===== src/rtl/typing_round_ctrl_pkg.sv =====
// Shared types and widths for the keypad typing round controller.
package typing_pkg;
  localparam int DIGIT_W = 4;
  localparam int TIME_W  = 8;

  typedef enum logic [1:0] {
    IDLE = 2'd0,
    LOAD = 2'd1,
    PLAY = 2'd2,
    DONE = 2'd3
  } state_t;
endpackage


===== src/rtl/typing_round_ctrl_round_timer.sv =====
// Loadable seconds down-counter; zero_o flags the tick that brings the count to 0.
import typing_pkg::*;

module round_timer (
  input  logic              clk,
  input  logic              rst_n,
  input  logic              load_i,
  input  logic [TIME_W-1:0] load_val_i,
  input  logic              dec_i,
  output logic [TIME_W-1:0] count_o,
  output logic              zero_o
);
  logic [TIME_W-1:0] count_q, count_d;

  always_comb begin
    count_d = count_q;
    if (load_i) begin
      count_d = load_val_i;
    end else if (dec_i && (count_q != '0)) begin
      count_d = count_q - 1'b1;
    end
  end

  always_ff @(posedge clk) begin
    if (!rst_n) begin
      count_q <= '0;
    end else begin
      count_q <= count_d;
    end
  end

  assign count_o = count_q;
  // Asserted in the same cycle as the expiring tick so the FSM can leave PLAY on that edge.
  assign zero_o  = dec_i && !load_i && (count_q == TIME_W'(1));
endmodule


===== src/rtl/typing_round_ctrl.sv =====
// Typing-test round controller: target word, cursor, score and round countdown.
// Optional build macro TYPING_PENALTY_EN: a wrong key costs one point and restarts the word.
import typing_pkg::*;

module typing_round_ctrl #(
  parameter int NUM_DIGITS = 4,
  parameter int ROUND_SECS = 30,
  parameter int SCORE_W    = 8
) (
  input  logic                          clk,
  input  logic                          rst_n,
  input  logic                          tick_1hz,
  input  logic                          start,
  input  logic                          key_valid,
  input  logic [DIGIT_W-1:0]            key_code,
  input  logic [DIGIT_W*NUM_DIGITS-1:0] rand_digits,
  output logic [DIGIT_W*NUM_DIGITS-1:0] digit_val,
  output logic [NUM_DIGITS-1:0]         digit_en,
  output logic [SCORE_W-1:0]            score,
  output logic [TIME_W-1:0]             time_left,
  output logic                          busy,
  output logic                          round_done,
  output logic [1:0]                    state_dbg
);
  localparam int CUR_W = (NUM_DIGITS > 1) ? $clog2(NUM_DIGITS) : 1;
  localparam logic [CUR_W-1:0]      LAST_POS  = CUR_W'(NUM_DIGITS - 1);
  localparam logic [NUM_DIGITS-1:0] ALL_EN    = '1;
  localparam logic [SCORE_W-1:0]    SCORE_MAX = '1;

  state_t                          state_q;
  logic [DIGIT_W*NUM_DIGITS-1:0]   digit_val_q;
  logic [NUM_DIGITS-1:0]           digit_en_q;
  logic [SCORE_W-1:0]              score_q;
  logic [CUR_W-1:0]                cursor_q;
  logic                            busy_q;
  logic                            done_q;
  logic [DIGIT_W-1:0]              cur_digit;
  logic                            timer_zero;

  assign cur_digit = digit_val_q[cursor_q*DIGIT_W +: DIGIT_W];

  round_timer u_timer (
    .clk        (clk),
    .rst_n      (rst_n),
    .load_i     (state_q == LOAD),
    .load_val_i (TIME_W'(ROUND_SECS)),
    .dec_i      ((state_q == PLAY) && tick_1hz),
    .count_o    (time_left),
    .zero_o     (timer_zero)
  );

  always_ff @(posedge clk) begin
    if (!rst_n) begin
      state_q     <= IDLE;
      digit_val_q <= '0;
      digit_en_q  <= '0;
      score_q     <= '0;
      cursor_q    <= '0;
      busy_q      <= 1'b0;
      done_q      <= 1'b0;
    end else begin
      done_q <= 1'b0;
      case (state_q)
        IDLE, DONE: begin
          if (start) begin
            state_q <= LOAD;
            busy_q  <= 1'b1;
          end
        end
        LOAD: begin
          digit_val_q <= rand_digits;
          digit_en_q  <= ALL_EN;
          cursor_q    <= '0;
          score_q     <= '0;
          state_q     <= PLAY;
        end
        PLAY: begin
          if (key_valid) begin
            if (key_code == cur_digit) begin
              if (cursor_q == LAST_POS) begin
                score_q     <= (score_q == SCORE_MAX) ? score_q : score_q + 1'b1;
                digit_val_q <= rand_digits;
                digit_en_q  <= ALL_EN;
                cursor_q    <= '0;
              end else begin
                digit_en_q[cursor_q] <= 1'b0;
                cursor_q             <= cursor_q + 1'b1;
              end
            end
`ifdef TYPING_PENALTY_EN
            else begin
              score_q    <= (score_q == '0) ? score_q : score_q - 1'b1;
              cursor_q   <= '0;
              digit_en_q <= ALL_EN;
            end
`endif
          end
          // Placed after the key handling so expiry overrides the display enables.
          if (timer_zero) begin
            state_q    <= DONE;
            done_q     <= 1'b1;
            digit_en_q <= '0;
            busy_q     <= 1'b0;
          end
        end
        default: state_q <= IDLE;
      endcase
    end
  end

  assign digit_val  = digit_val_q;
  assign digit_en   = digit_en_q;
  assign score      = score_q;
  assign busy       = busy_q;
  assign round_done = done_q;
  assign state_dbg  = state_q;
endmodule

===== config.mk =====
export PLATFORM = sky130hd
export DESIGN_NAME = typing_round_ctrl
export DESIGN_NICKNAME = d
export VERILOG_FILES = /design/src/rtl/typing_round_ctrl_pkg.sv /design/src/rtl/typing_round_ctrl_round_timer.sv /design/src/rtl/typing_round_ctrl.sv
export SDC_FILE = /design/constraint.sdc
export NUM_CORES = 1
export LEC_CHECK = 0
export ABC_AREA = 0
export ABC_CLOCK_PERIOD_IN_PS = 2900
export CAP_MARGIN = 20
export CORE_MARGIN = 3
export CORE_UTILIZATION = 36
export CTS_CLUSTER_SIZE = 30
export DETAILED_ROUTE_END_ITERATION = 8
export PLACE_DENSITY_LB_ADDON = 0.08
export SYNTH_ARGS = -nofsm -noshare
export SYNTH_HDL_FRONTEND = slang
export SYNTH_SLANG_ARGS = --single-unit

===== constraint.sdc =====
create_clock -name clk -period 2.9 [get_ports clk]
set_input_delay 0.58 -clock clk [delete_from_list [all_inputs] [get_ports clk]]
set_output_delay 0.58 -clock clk [all_outputs]
set_load 0.01 [all_outputs]

# Word-level counts from Yosys, hierarchy flattened
# Cells that the tools add are included.
# word_totals
out_inout_bits,40
reg_bits,42
word_cells,82
inputBits,25
# op_classes
n_eq_ne,15
reduce_logical,20
order_cmp,2
bitwise_logic,3
muxes,29
shift,1
addsub,3
# ops
operator,count
2-to-1 mux 16 bit,3
2-to-1 mux 8 bit,4
one-hot mux 16 bit (2 select lines),1
2-to-1 mux 4 bit,4
one-hot mux 8 bit (2 select lines),1
indexed part select 16 x 5 -> 4 bit,1
2-to-1 mux 2 bit,5
2-to-1 mux 5 bit,2
AND reduction 3 bit,3
"adder 8 x 1 -> 8 bit, second input constant",1
"== test 8 x 1 -> 1 bit, second input constant",1
"== test 8 bit, second input constant",1
"!= test 2 bit, second input constant",4
one-hot mux 4 bit (2 select lines),1
nonzero test 8 bit,1
"subtractor 8 x 1 -> 8 bit, second input constant",1
"== test 2 bit, second input constant",3
one-hot mux 2 bit (3 select lines),1
nonzero test 2 bit,3
logical AND 1 bit,5
AND reduction 5 bit,1
bitwise AND 4 bit,1
== test 4 bit,1
2-to-1 mux 1 bit,4
17 further kinds,20

# Depth between registers and ports, before layout
# Gate-level depths: netlist of run 1.
# depth
ltp_word,11
mapped_depth,8
depth_no_buf,7

# By module
# From an unflattened synthesis of run 1, not the netlist that was laid out.
# unflattened
cells_unflattened,279
area_unflattened_um2,2449.8
# by_module_without_submodules
module,n_inst,seq_area_each_um2,area_each_um2,cells_per_inst
typing_round_ctrl,1,680.7,1904.3,214
round_timer,1,160.2,545.5,65

# Worst setup path before layout of run 1
# OpenSTA, ideal clock, no wires.
# synth_timing
path_type,in2reg
start,input key_code[2]
end,register digit_val_q[0] (netlist: digit_val[0])
cell_stages,7
setup_ps,72
setup_slack_ps,773
n_path_buf,2
required_ps,2828
t_arrival_ps,2055
path_cell_list,or3b_2 > mux2i_1 > o2111a_1 > a31o_2 > buf_4 > buf_6 > mux2i_1
# synth_via
elab_chain_cells,3
# synth_lines
item,line,rtl
start: declaration,typing_round_ctrl.sv:15,"input logic [DIGIT_W-1:0] key_code,"
== test 4 bit,typing_round_ctrl.sv:79,if (key_code == cur_digit) begin
!= test 2 x 1 -> 1 bit (no source line),-,
AND reduction 4 bit (no source line),-,
end signal: assignment,typing_round_ctrl.sv:71,digit_val_q <= rand_digits;
end signal: assignment,typing_round_ctrl.sv:82,digit_val_q <= rand_digits;
end: declaration,typing_round_ctrl.sv:31,logic [DIGIT_W*NUM_DIGITS-1:0] digit_val_q;
# No other way between the ends.
# A chain may end at the register's enable or synchronous reset.

# Worst setup path after layout of run 1
# layout_timing
start,input key_valid
end,register digit_en_q[1] (netlist: digit_en[1])
# layout_via
elab_chain_cells,2
# layout_lines
item,line,rtl
start: declaration,typing_round_ctrl.sv:14,"input logic key_valid,"
!= test 3 bit (no source line),-,
AND reduction 3 bit (no source line),-,
end signal: assignment,typing_round_ctrl.sv:56,digit_en_q <= '0;
end signal: assignment,typing_round_ctrl.sv:72,digit_en_q <= ALL_EN;
end signal: assignment,typing_round_ctrl.sv:83,digit_en_q <= ALL_EN;
end: declaration,typing_round_ctrl.sv:32,logic [NUM_DIGITS-1:0] digit_en_q;
# No other way between the ends.

==> results.yml, run 1 <==
finish:
  layoutNonFillerInstCount: 397
  drive_gt1_share_pct: 8.39
  diodes: 0
  final_util_pct: 52.3
  syn2layout_area_growth_pct: 36.7
  final_nets: 355
clocking:
  hold_buffers: 0
  clockRootBuffer: "clkbuf_8"
  cts.sinks: 42
  cts-htree-levels: 2
  path_clk_slew_ns: 0.08
  insertion_delay_ns: 0.30
  max-clock-path-buffers: 2
  post_cts_resized: 0
  numCtsBuffers: 5
  post_cts_buffers: 0
  cts_tree: "done"
placement:
  dpl.cell_count: 389
  place_hpwl_mm: 4.09
  gp_congestion: 0.746
  portBuffers: 64
logic_synthesis:
  synth_fa_ha_area_share_pct: 4.86
  synth_xor_xnor_area_share_pct: 4.75
  yosysMostFrequentCell: "nand2_1"
  yosysTopAreaCell: "dfxtp_1"
  synth_top_family_by_area: "simple AND/OR/NAND/NOR gates"
  synthTopCellsByArea: "dfxtp_1, mux2i_1, nand2_1"
  yosys-top-cells-count: "nand2_1, dfxtp_1, mux2i_1"
  synth_top_area_share_pct: 36.3
  syn_area_um2: 2320
  avgSynthCellArea_um2: 8.99
  synth-seq-cells: 42
  yosysUniqueCellTypes: 51
  synth_ff_type: "dfxtp_1"
  synthesis.instances: 258
  syn_nets: 292
  yosysSeqAreaShare_pct: 36.3
  async_flop_share_pct: 0
  synth_compound_area_share_pct: 14.5
  yosys_warnings: 0
  synth-simple-area-share_pct: 20.1
  synth-edff-count: 0
  synthMuxAreaShare_pct: 13.9
die:
  initial_utilization_pct: 38.3
  num_rows: 28
  core_area_um2: 6060
  die_y_um: 86.3
  dieArea_um2: 7440
  ioPinCount: 65
  chipWidth_um: 86.3
grt:
  grt_usage_pct: 15.2
  antenna_found_initial: 0
  gr-total-overflow: 0
  grt_max_degree: 52
  grt_pass1_vias: 1915
  grt_pass1_wl_mm: 9.08
sta:
  fin_tns_setup_ns: 0
  setup_viol: 0
  skew_ns: 0.00757
  period_minus_slack_ns: 2.51
  finalMaxSlewViolations: 0
  max_freq_ghz: 0.398
  timing.slew.headroom_pct: 64.0
  tightest_slew_ns: 0.535
  finalCritPeriodShare_pct: 86.6
  final_hold_viol_count: 0
  grt_setup_unrepaired: "no"
setup_path:
  reg2reg_from: "cursor_q[1]$_SDFFE_PN0P_"
  worstSetupStartpointType: "primary input"
  r2r_end: "digit_en[1]$_SDFFE_PN0P_"
  arrival_ns: 2.75
  required_ns: 3.14
  cp-end-kind: "flip-flop"
  r2r_cells: 6
  crit_start: "key_valid"
  crit_end: "digit_en[1]$_SDFFE_PN0P_"
  critPathMaxFanout: 8
  crit_type: "primary input to flip-flop"
  rrSetupSlack_ns: 0.48
route:
  drc_errors: 0
  wirelength_mm: 5.56
  first_pass_iters: 4
  antenna_left: 0
  via_per_inst: 5.11
  dr_total_vias: 2028
  wl_per_cell_um: 14.0
  drt-initial-drc-count: 69
power:
  leakage_uw: 0.00118
  irDropWorstVdd_mv: 0.424
  power_density_nw_per_um2: 855
  power.total_uw: 2710
hold_path:
  hold_class: "flip-flop to flip-flop"
run:
  max_cap_viol_count: 0
outcome:
  status: "finished clean"
[layout by cell type (no fill, tap or decap), types with 3 or more instances in the layout]
master / instances
o21ai_0: 5
a31oi_1: 3
nor3_1: 3
o21a_1: 8
ha_1: 9
nand3b_1: 4
buf_4: 6
clkdlybuf4s50_1: 64
xnor2_1: 5
dfxtp_1: 42
nand2_1: 47
o211ai_1: 3
a31o_2: 3
nand3_1: 9
clkbuf_8: 6
a21oi_1: 10
and3_1: 3
mux2i_1: 25
a311oi_1: 4
inv_1: 10
xnor2_2: 3
nor2_1: 14
[cell families (layout without fill, tap and decap cells)]
| kind of cell | after synthesis | in the layout |
|---|---|---|
| AO/OA/AOI/OAI | 46 | 46 |
| XOR/XNOR | 10 | 10 |
| adder cells (fa/ha/maj) | 9 | 9 |
| buffers and inverters | 26 | 90 |
| flip-flops | 42 | 42 |
| multiplexers | 28 | 28 |
| AND/OR/NAND/NOR | 97 | 97 |
[worst max-delay path, cell delays in order]
cell and delay, ns:
clkdlybuf4s50_1 0.52, or3b_2 0.45, mux2i_1 0.21, o2111ai_2 0.18, buf_4 0.21, a21oi_1 0.35, mux2i_1 0.22
[sequential cells by signal (all words and copies together) (netlist names)]
name and flops:
digit_val 16, score 8, u_timer.count_o 8, digit_en 4, cursor_q 2, state_dbg 2
busy 1, round_done 1
[layout make-up]
type	count	area, um2
Tap cell	75	93.8
Inverter	11	41.3
Fill cell	596	2890
Multi-Input combinational cell	190	1350
Timing Repair Buffer	71	706
Clock buffer	6	82.6
Clock inverter	2	60.1
Sequential cell	42	841
[where the power goes]
part	leakage, uW	total (uW)	internal [uW]	switching [uW]
Combinational	0.000761	1250	675	574
Sequential	0.000343	888	745	143
Clock	0.0000714	573	367	206
[routing by layer]
metal  share of wire (%)  GRT usage [%]  wire (um)
met5                   0              0          0
met4                0.95           3.82         53
met3                 4.9           4.75        271
met2                  47           24.2       2600
met1                  47           20.1       2630
[per-stage QoR]
stage	setup WS (ns)	hold WS (ns)	area, um2
CTS	0.391	0.476	3170
global route	0.222	0.503	3170
finish	0.390	0.473	3170
detailed placement	0.0572	0.468	3030
floorplan	0.773	0.487	2320
global placement	0.126	0.458	3030
[worst min path at each step]
stage                                          start                    endpoint  slack [ns]  cells after the start
after global placement    digit_val[10]$_SDFFE_PN0P_  digit_val[10]$_SDFFE_PN0P_        0.46                      2
after CTS                 digit_val[10]$_SDFFE_PN0P_  digit_val[10]$_SDFFE_PN0P_        0.48                      2
after detailed placement  digit_val[13]$_SDFFE_PN0P_  digit_val[13]$_SDFFE_PN0P_        0.47                      2
after floorplan            digit_val[9]$_SDFFE_PN0P_   digit_val[9]$_SDFFE_PN0P_        0.49                      2
final                     digit_val[10]$_SDFFE_PN0P_  digit_val[10]$_SDFFE_PN0P_        0.47                      2
after global routing       digit_val[8]$_SDFFE_PN0P_   digit_val[8]$_SDFFE_PN0P_        0.50                      2
Power figures use the tool's default switching activity.
==> run 2: changes to the inputs <==
--- a/config.mk
+++ b/config.mk
@@ -13,6 +13,7 @@
 export CTS_CLUSTER_SIZE = 30
 export DETAILED_ROUTE_END_ITERATION = 8
 export PLACE_DENSITY_LB_ADDON = 0.08
+export REMOVE_ABC_BUFFERS = 1
 export SYNTH_ARGS = -nofsm -noshare
 export SYNTH_HDL_FRONTEND = slang
 export SYNTH_SLANG_ARGS = --single-unit
==> results.yml, run 2 (synthesis gave the netlist of run 1 again) <==
outcome:
  status: "finished clean"
setup_path:
  crit_type: "primary input to flip-flop"
  worstSetupStartpointType: "primary input"
  required_ns: 3.10
  cp-end-kind: "flip-flop"
  critPathMaxFanout: 8
  arrival_ns: 2.73
grt:
  grt_max_degree: 52
  grt_pass1_vias: 1972
  grt_pass1_wl_mm: 9.05
  gr-total-overflow: 0
  grt_usage_pct: 14.8
  antenna_found_initial: 0
finish:
  final_util_pct: 52.4
  mostFrequentLayoutCell: "clkdlybuf4s50_1"
  final_nets: 356
  multi_input_area_um2: 1350
  largest_reg_flops: 16
  syn2layout_area_growth_pct: 37.0
  mostFrequentLayoutCells: "clkdlybuf4s50_1, nand2_1, dfxtp_1, mux2i_1, nor2_1"
  drive_gt1_share_pct: 8.67
  regArea_um2: 841
  n_fill_cell: 601
  diodes: 0
clocking:
  numCtsBuffers: 5
  post_cts_resized: 0
  clockRootBuffer: "clkbuf_8"
  insertion_delay_ns: 0.29
  cts_tree: "done"
  cts.sinks: 42
  path_clk_slew_ns: 0.08
  max-clock-path-buffers: 2
  cts-htree-levels: 2
  hold_buffers: 0
  post_cts_buffers: 0
placement:
  gp_congestion: 0.766
  portBuffers: 64
  place_ws_ns: 0.0595
  place_hpwl_mm: 3.95
sta:
  tightest_slew_ns: 0.551
  hold_ws_ns: 0.475
  timing.slew.headroom_pct: 63.0
  period_minus_slack_ns: 2.54
  skew_ns: 0.00748
  setup_viol: 0
  grt_setup_unrepaired: "no"
  finalCritPeriodShare_pct: 87.4
  finalMaxSlewViolations: 0
  max_freq_ghz: 0.394
  worst_slack_ns: 0.365
  fin_tns_setup_ns: 0
  final_hold_viol_count: 0
die:
  chipWidth_um: 86.3
  ioPinCount: 65
  dieArea_um2: 7440
  initial_utilization_pct: 38.3
  die_y_um: 86.3
  core_area_um2: 6060
  num_rows: 28
power:
  p_int_uw: 1800
  power.total_uw: 2730
  irDropWorstVdd_mv: 0.485
  leakage_uw: 0.00118
  power.share.clock_pct: 21.1
  power_density_nw_per_um2: 859
  power_frac_comb_pct: 46.2
  p_sw_share_pct: 34.0
  switchingPower_uw: 928
  p_seq_share_pct: 32.6
route:
  first_pass_iters: 4
  dr_total_vias: 2058
  via_per_inst: 5.17
  drc_errors: 0
  wirelength_mm: 5.42
  antenna_left: 0
  wl_per_cell_um: 13.6
  drt-initial-drc-count: 49
run:
  max_cap_viol_count: 0
hold_path:
  hold_class: "flip-flop to flip-flop"
## run 2: changes by cell type in the layout (fill, tap and decap cells not counted), sizes merged
cell,change
buf,+1
## run 2: metal layers
| layer | vias up | GRT usage [%] | part of all wire [%] |
|---|---|---|---|
| met5 | - | 0 | 0 |
| met4 | 0 | 3.54 | 0.89 |
| met3 | 5 | 4.09 | 4.4 |
| met2 | 41 | 23.7 | 46 |
| met1 | 967 | 20.0 | 49 |
| li1 | 1045 | - | - |
## run 2: path summary, 6_finish.rpt
kind                                to                      start  slack, ns  cells past startpoint
max              score[7]$_SDFFE_PN0P_                  key_valid       0.36                      6
min          digit_val[9]$_SDFFE_PN0P_  digit_val[9]$_SDFFE_PN0P_       0.47                      2
max reg2reg      score[7]$_SDFFE_PN0P_   cursor_q[1]$_SDFFE_PN0P_       0.57                      5
min reg2reg  digit_val[9]$_SDFFE_PN0P_  digit_val[9]$_SDFFE_PN0P_       0.47                      2
## run 2: critical path: stages
cell and delay [ns]:
clkdlybuf4s50_1 0.51, or3b_2 0.45, mux2i_1 0.21, o2111ai_2 0.26, o41a_1 0.49, a311oi_1 0.24
## run 2: power by group through the flow
stage,registers [uW],logic [uW],clock network [uW]
after floorplan,955,626,0
after CTS,893,1280,590
final,890,1260,577
after global routing,916,1380,610
after detailed placement,904,1270,0
after global placement,906,1260,0
## run 2: layout make-up
type | count | area share (%)
Multi-Input combinational cell | 190 | 42.3
Tap cell | 75 | 2.95
Inverter | 11 | 1.30
Sequential cell | 42 | 26.5
Clock inverter | 2 | 1.89
Clock buffer | 6 | 2.60
Timing Repair Buffer | 72 | 22.4
## run 2: through the flow
stage          instance area (um2)  cells
5_1_grt                       3180    398
3_3_place_gp                  3030    390
4_1_cts                       3180    398
6_report                      3180    398
2_1_floorplan                 2230    243
3_5_place_dp                  3030    390
==> RTL edit, RTL diff (settings of run 1) <==
The parameter `NUM_DIGITS` goes from 4 to 2.
--- a/src/rtl/typing_round_ctrl.sv
+++ b/src/rtl/typing_round_ctrl.sv
@@ -3,7 +3,7 @@
 import typing_pkg::*;
 
 module typing_round_ctrl #(
-  parameter int NUM_DIGITS = 4,
+  parameter int NUM_DIGITS = 2,
   parameter int ROUND_SECS = 30,
   parameter int SCORE_W    = 8
 ) (
Ports: changed (resized digit_en, digit_val and rand_digits); port bits go from 65 to 47. No check against the original RTL was run, so the function may have changed too.
==> RTL edit against run 1 <==
  * Register-to-register slack better by 40 ps
  * Global-route usage fell by 0.53 points
  * Synthesized cell count decreased by 25%
  * Critical path depth shrank 1
  * Setup slack improved by 130 ps
  * Count of clock-buffer cells in the layout increased by 2
  * Die area decreased by 25%
  * Synthesized area fell by 27%
  * Sequential cell count decreased by 11
  * Power decreased by 30%
  * Routed wire length fell by 32%
  * Final area fell by 27%
  * Sequential share of layout area is 0.14 points higher
  * Critical path type is now register to register
  * Critical endpoint is now score[4]$_SDFFE_PN0P_
  * Largest power group unchanged
==> RTL edit: results (changes against run 1) <==
| Metric | Value |
|---|---|
| Status | `completed (unchanged)` |
| Skew-Pair Late Insertion Delay | `280 ps (was 300 ps)` |
| Net Sw Frac | `37.89% (was 34.05%)` |
| Clock buffers | `8 (was 6)` |
| WL met3 | `199 microns (was 271 microns)` |
| Number of multi-input logic gates | `147 (was 190)` |
| CP peak stage delay | `610 ps (was 520 ps)` |
| Mapped Cells | `194 (was 258)` |
| Filler cells | `416 (was 596)` |
| Global Route Usage Sum | `14.65% (was 15.18%)` |
| Grt met2 use | `22.34% (was 24.18%)` |
| GPL Wtd Cong | `0.7500 (was 0.7459)` |
| # diodes | `0 (unchanged)` |
| Worst slack at placement | `236.6 ps (was 57.21 ps)` |
| Initial DRC count | `97 (was 69)` |
| WL final | `3784 microns (was 5557 microns)` |
| Post-synthesis compound-gate area fraction | `17.17% (was 14.46%)` |
| Inst Count DP | `290 (was 389)` |
| Post-CTS Resized | `0 (unchanged)` |
| Arrival time of the worst setup path | `2580 ps (was 2750 ps)` |
| Buffers excl. clock | `53 (was 71)` |
| Synth Net Count | `218 (was 292)` |
| Synth cell count leaders | `dfxtp_1 (31), nand2_1 (24), nor2_1 (14) (was nand2_1 (47), dfxtp_1 (42), mux2i_1 (25))` |
| XOR/XNOR Fraction of Synth Area | `6.144% (was 4.749%)` |
| Clock-net power | `375 uW (was 573 uW)` |
| FF/Latch Area | `620.6 sq um (was 840.8 sq um)` |
| Actual slew at the worst max-slew pin | `666.4 ps (was 534.9 ps)` |
| Global-route wire length before repair | `6403 microns (was 9080 microns)` |
| CP max-delay cell | `or4_1 (was clkdlybuf4s50_1)` |
| Number of global-route vias before repair | `1,441 (was 1,915)` |
| Placed inst area | `2227 sq um (was 3027 sq um)` |
| Sum Neg Setup Slack | `0 ps (unchanged)` |
| Crit path max-delay family | `simple AND/OR/NAND/NOR gates (was buffers and inverters)` |
| Non-clk invs | `7 (was 11)` |
| Combinational share of power | `48.2% (was 46.1%)` |
| Worst vdd ir | `0.0004203 V (was 0.0004237 V)` |
| Proportion of synthesized area in mux cells | `7.920% (was 13.87%)` |
| Multi-input gate area | `1002 sq um (was 1345 sq um)` |
| Post-Synth Adder-Cell Area | `5.181% (was 4.857%)` |
| Met2 WL | `1663 microns (was 2600 microns)` |
| Leak | `0.0008534 uW (was 0.001176 uW)` |
| Clock buffers and inverters, area share | `4.301% (was 4.501%)` |
| Post-synthesis sequential area ratio | `36.71% (was 36.27%)` |
| # port buffers | `46 (was 64)` |
| Final non-clock buffer share | `22.04% (was 22.27%)` |
| Wl on met1 | `1891 microns (was 2632 microns)` |
| Clock sinks | `31 (was 42)` |
| GR Util met3 | `4.730% (was 4.753%)` |
| Nets | `269 (was 355)` |
| Finished Cell Area | `2327 sq um (was 3169 sq um)` |
| Skew final | `6.108 ps (was 7.573 ps)` |
| Critical-path maximum fanout | `18 (was 8)` |
| Post-CTS Setup Bufs | `0 (unchanged)` |
| Share of layout cells above drive strength 1 | `7.724% (was 8.385%)` |
| Largest net degree at the start of global routing | `19 (was 52)` |
| Grt met1 use | `19.85% (was 20.06%)` |
[RTL edit: cell types whose count changed in the layout (fill, tap and decap cells not counted), sizes merged, moves of 4 or more]
| cell | before | now |
|---|---|---|
| clkdlybuf4s50 | 64 | 46 |
| dfxtp | 42 | 31 |
| mux2i | 25 | 13 |
| nand2 | 47 | 24 |
| xor2 | 2 | 6 |
[RTL edit: final timing paths]
path                                  from                  endpoint  slack (ps)  cells after the start
setup reg to reg     cursor_q$_SDFFE_PN0P_     score[4]$_SDFFE_PN0P_         520                      6
setup / recovery     cursor_q$_SDFFE_PN0P_     score[4]$_SDFFE_PN0P_         520                      6
hold / removal    digit_en[0]$_SDFFE_PN0P_  digit_en[0]$_SDFFE_PN0P_         470                      1
hold reg to reg   digit_en[0]$_SDFFE_PN0P_  digit_en[0]$_SDFFE_PN0P_         470                      1
